`src/rtl/fb_write_queue.sv`:
```
// fb_write_queue: buffers (x, y, palette index) pixel writes from the display
// processor and drains them to the framebuffer RAM write port whenever
// fb_grant says the port is free. (x, y) becomes the linear address
// y*RESOLUTION_X + x when the pixel is pushed.
//
// Optional feature macro: FB_CLIP_EN
//   defined   - requests with in_x >= RESOLUTION_X or in_y >= RESOLUTION_Y are
//               discarded at the input. They bump drop_count but not overflow.
//   undefined - no range check. The address wraps modulo 2^AW.
module fb_write_queue #(
  parameter int RESOLUTION_X   = 400,
  parameter int RESOLUTION_Y   = 300,
  parameter int PALETTE_LENGTH = 256,
  parameter int DEPTH          = 16,
  localparam int XW = $clog2(RESOLUTION_X),
  localparam int YW = $clog2(RESOLUTION_Y),
  localparam int IW = $clog2(PALETTE_LENGTH),
  localparam int AW = $clog2(RESOLUTION_X * RESOLUTION_Y),
  localparam int CW = $clog2(DEPTH) + 1
) (
  input  logic          clk,
  input  logic          reset_n,
  input  logic [XW-1:0] in_x,
  input  logic [YW-1:0] in_y,
  input  logic [IW-1:0] in_index,
  input  logic          in_wr_en,
  output logic          in_full,
  input  logic          fb_grant,
  output logic [AW-1:0] fb_addr,
  output logic [IW-1:0] fb_data,
  output logic          fb_wr_en,
  output logic [CW-1:0] level,
  output logic          overflow,
  output logic [15:0]   drop_count
);

  localparam int PW = CW - 1;

  typedef struct packed {
    logic [AW-1:0] addr;
    logic [IW-1:0] data;
  } entry_t;

  entry_t        mem [DEPTH];
  logic [PW-1:0] wr_ptr;
  logic [PW-1:0] rd_ptr;

  entry_t        in_entry;
  logic          in_range;
  logic          pop;
  logic          push;
  logic          drop_full;
  logic          drop_clip;

  // Linear address: the product is formed at AW bits, then x is added, so
  // out-of-range coordinates wrap modulo 2^AW instead of widening.
  assign in_entry.addr = AW'(in_y) * AW'(RESOLUTION_X) + AW'(in_x);
  assign in_entry.data = in_index;

`ifdef FB_CLIP_EN
  localparam logic [XW:0] X_LIMIT = (XW + 1)'(RESOLUTION_X);
  localparam logic [YW:0] Y_LIMIT = (YW + 1)'(RESOLUTION_Y);
  assign in_range = ({1'b0, in_x} < X_LIMIT) && ({1'b0, in_y} < Y_LIMIT);
`else
  assign in_range = 1'b1;
`endif

  // Full status looks at occupancy only, never at fb_grant. A full queue
  // still accepts a push in a cycle that also pops.
  assign in_full   = (level == CW'(DEPTH));
  assign pop       = (level != '0) && fb_grant;
  assign push      = in_wr_en && in_range && (!in_full || pop);
  assign drop_full = in_wr_en && in_range && in_full && !pop;
  assign drop_clip = in_wr_en && !in_range;

  // Storage array: written on push, read at the head on pop.
  // NOTE: the entry array has no reset. Every slot is written before it can be
  // read, so resetting it would only add wiring and block RAM inference.
  always_ff @(posedge clk) begin
    if (push) begin
      mem[wr_ptr] <= in_entry;
    end
  end

  // Pointers, occupancy, output register and drop statistics.
  // NOTE: all state here uses non-blocking assignments. The head read and the
  // write into the same slot on a full push+pop edge therefore see the old
  // contents.
  always_ff @(posedge clk) begin
    if (!reset_n) begin
      wr_ptr     <= '0;
      rd_ptr     <= '0;
      level      <= '0;
      fb_wr_en   <= 1'b0;
      fb_addr    <= '0;
      fb_data    <= '0;
      overflow   <= 1'b0;
      drop_count <= '0;
    end else begin
      fb_wr_en <= pop;
      if (pop) begin
        fb_addr <= mem[rd_ptr].addr;
        fb_data <= mem[rd_ptr].data;
        rd_ptr  <= rd_ptr + PW'(1);
      end
      if (push) begin
        wr_ptr <= wr_ptr + PW'(1);
      end
      case ({push, pop})
        2'b10:   level <= level + CW'(1);
        2'b01:   level <= level - CW'(1);
        default: level <= level;
      endcase
      if (drop_full) begin
        overflow <= 1'b1;
      end
      if ((drop_full || drop_clip) && (drop_count != 16'hFFFF)) begin
        drop_count <= drop_count + 16'd1;
      end
    end
  end

endmodule

```
`config.mk`:
```
export PLATFORM = sky130hd
export DESIGN_NAME = fb_write_queue
export DESIGN_NICKNAME = d
export VERILOG_FILES = /design/src/rtl/fb_write_queue.sv
export SDC_FILE = /design/constraint.sdc
export NUM_CORES = 1
export LEC_CHECK = 0
export ABC_AREA = 1
export CORE_AREA = 2 2 213 215
export DETAILED_ROUTE_END_ITERATION = 7
export DIE_AREA = 0 0 215 217
export GPL_TIMING_DRIVEN = 0
export PLACE_DENSITY = 0.58
export SYNTH_ARGS = -nofsm -noshare
export SYNTH_HDL_FRONTEND = slang
export SYNTH_SLANG_ARGS = --single-unit
export TNS_END_PERCENT = 1
```
`constraint.sdc`:
```
create_clock -name clk -period 5.75 [get_ports clk]
set_input_delay 0.575 -clock clk [delete_from_list [all_inputs] [get_ports clk]]
set_output_delay 0.575 -clock clk [all_outputs]
set_load 0.02 [all_outputs]
```
==> results_dict.tcl <==
set metrics [dict create \
    insertedDiodeCount 0 \
    cts_tree "built" \
    worstSetupPathType "in -> reg" \
    grt.overflow.total 0 \
    syn_area_mm2 0.0197 \
    io_pins 79 \
    clockRootBuffer "clkbuf_16" \
    p_leak_nw 8.29 \
    wl_per_cell_um 20.7 \
    htreeDepth 2 \
    max_freq_ghz 0.261 \
    path_clk_slew_ns 0.06 \
    finalSetupTns_ns 0 \
    vias_per_cell 5.32 \
    cp_data_arrival_time_ns 3.98 \
    postSynthCellCount 1819 \
    ff2ff_path_depth 8 \
    powerDensity_mw_per_mm2 420 \
    drv_slew 0 \
    combPwrFrac 0.259 \
    tightestPinTransition_ns 1.21 \
    clock_latency_ns 0.60 \
    setup_viol 0 \
    endpoint_kind "flop" \
    post-route-cell-area_mm2 0.0233 \
    grt-busiest-layer "met2" \
    io_buffers 78 \
    outcome "finished, final reports clean" \
    grt.met3_usage 0.0379 \
    cts_resized 0 \
    post_cts_buffers 0 \
    syn2layout_area_growth_pct 18.0 \
    holdBufCountCts 0 \
    fillCellCount 3933 \
    drt_iter0_markers 1380 \
    register_area_mm2 0.0131 \
    fp.dieH_um 217 \
    synth_nets 1898 \
    dr_total_vias 13797 \
    p_sw_frac 0.318 \
    grt_pass1_vias 13317 \
    pwr-share-seq 0.410 \
    async_flop_share 0 \
    clockBufferDepth 3 \
    min_path_cells 2 \
    fin_nets 2035 \
    coreArea_mm2 0.0447 \
    start_util 0.442 \
    grt_usage 0.231 \
    yosys.area.top_type "edfxtp_1" \
    yosys_warnings 0 \
    syn_avg_cell_area_um2 10.9 \
    cts_made_buffers 47 \
    antenna_found_initial 0 \
    vdd_ir_drop_max_v 0.000258 \
    internal_power_mw 6.68 \
    grt_max_degree 26 \
    gr-usage-met1 0.307 \
    final_antenna_net_count 0 \
    synth_common_cells "nor2_1 (477), edfxtp_1 (400), nand3_1 (180), o21ai_0 (180), nand2_1 (143)" \
    hold_class "reg -> reg" \
    p_sw_mw 3.11 \
    cts_sinks 456 \
    rows 78 \
    ys_ff_latch 456 \
    final.setup_skew_ns 0.0168 \
    worst_ep_required_time_ns 5.90 \
    p_clk_frac 0.330 \
    synth_flop_cell "edfxtp_1" \
    drc 0 \
    netlist.area_leader.share 0.608 \
    dieArea_mm2 0.0467 \
    synth_edf_count 400 \
    synth-seq-area-share 0.665 \
    crit_fanout 16 \
    dpl_cell_area_mm2 0.0217 \
    rsz0062_at_grt "false" \
    power_mw 9.79 \
    start_kind "input port" \
    drv_cap 0 \
    place_congestion 0.842 \
    met2_usage 0.381 \
    multi_input_area_mm2 0.00595 \
    grt_pass1_wl_um 80400 \
    max_slew_margin 0.189 \
    drive_above_1_share 0.0902 \
    hold_viol_final 0 \
    drt_pre_antenna_iters 7 \
    fp.dieW_um 215 \
    hpwl_um 36100 \
    synth_cell_types 38 \
    synth.most_common_cell "nor2_1" \
    synth_top_cells_by_area "edfxtp_1 (61%), nor2_1 (9.1%), dfxtp_1 (5.7%)" \
    period_needed_ns 3.83 \
    fin_crit_sh 0.666 \
    wl_um 53800 \
]
## placed cells by master, fill, tap and decap left out, types with 3 or more instances in the layout
master / n
inv_6: 3
clkinv_1: 13
o211ai_1: 25
nand4_1: 7
inv_1: 87
buf_6: 5
o21ai_1: 31
nand3b_1: 4
clkdlybuf4s50_1: 78
buf_16: 7
nor2_4: 19
dfxtp_1: 56
buf_4: 8
a21oi_2: 11
edfxtp_1: 400
ha_1: 43
nand2_1: 143
buf_12: 4
clkbuf_1: 47
xnor2_1: 5
o21ai_0: 180
bufinv_16: 10
buf_1: 10
nand2_2: 10
xor2_1: 11
inv_2: 4
fa_1: 6
clkinv_2: 12
xnor2_2: 4
nand3_1: 180
buf_2: 27
clkbuf_16: 47
nor2_1: 461
a21oi_1: 22
## sequential cells by signal, summed over array words and instances (netlist names)
register / cells
fb_data: 8
rd_ptr: 4
fb_wr_en: 1
mem: 400
drop_count: 16
overflow: 1
level: 5
fb_addr: 17
wr_ptr: 4
## final timing paths
path	from	to	slack, ns
hold / removal	overflow	overflow	0.46
setup / recovery	in_y[1]	mem[10][24]	1.92
hold reg to reg	overflow	overflow	0.46
setup reg to reg	level[1]	mem[13][0]	3.23
## per-stage QoR
stage | instances | setup WS (ns) | util | hold slack (ns)
after detailed placement | 2507 | 1.03 | 0.485 | 0.459
after global placement | 2497 | 0.997 | 0.476 | 0.454
after global routing | 2595 | 1.60 | 0.522 | 0.487
after floorplan | 1819 | 2.38 | - | 0.472
final | 2595 | 1.92 | 0.522 | 0.463
after CTS | 2595 | 1.63 | 0.521 | 0.467
## final cells by class
| class | instances | share of cell area |
|---|---|---|
| Multi-Input combinational cell | 1175 | 0.255 |
| Clock inverter | 36 | 0.0184 |
| Buffer | 94 | 0.0202 |
| Tap cell | 600 | 0.0322 |
| Clock buffer | 52 | 0.0513 |
| Sequential cell | 456 | 0.563 |
| Inverter | 94 | 0.0152 |
| Timing Repair Buffer | 88 | 0.0443 |
## per-layer routing
| metal | part of all wire | up-vias |
|---|---|---|
| met5 | 0 | - |
| met4 | 0.033 | 0 |
| met3 | 0.069 | 99 |
| met2 | 0.47 | 462 |
| met1 | 0.43 | 6656 |
| li1 | - | 6580 |
## power by group through the flow
stage / logic (mW) / clock network, mW / registers, mW
final: 2.54 / 3.23 / 4.02
after floorplan: 1.47 / 0 / 4.16
after detailed placement: 2.52 / 0 / 4.09
after global routing: 2.81 / 3.39 / 4.03
after global placement: 2.46 / 0 / 4.09
after CTS: 2.53 / 3.27 / 4.02
## critical path, stage by stage
cell and delay (ns):
clkdlybuf4s50_1 0.48, ha_1 0.33, ha_1 0.30, ha_1 0.32
fa_1 0.62, nand2_1 0.06, inv_1 0.07, a21boi_0 0.09
nand2_1 0.14, nand3b_1 0.21, nor2_1 0.23, nand2_1 0.07
nand2_1 0.06, nand2_1 0.41
## cells by family after synthesis
group,synth area share
AND/OR/NAND/NOR,0.176
flip-flops,0.665
AO/OA/AOI/OAI,0.0749
buffers and inverters,0.0419
adder cells (fa/ha/maj),0.0333
XOR/XNOR,0.00931
No activity file was read; power rests on OpenSTA's default activity.
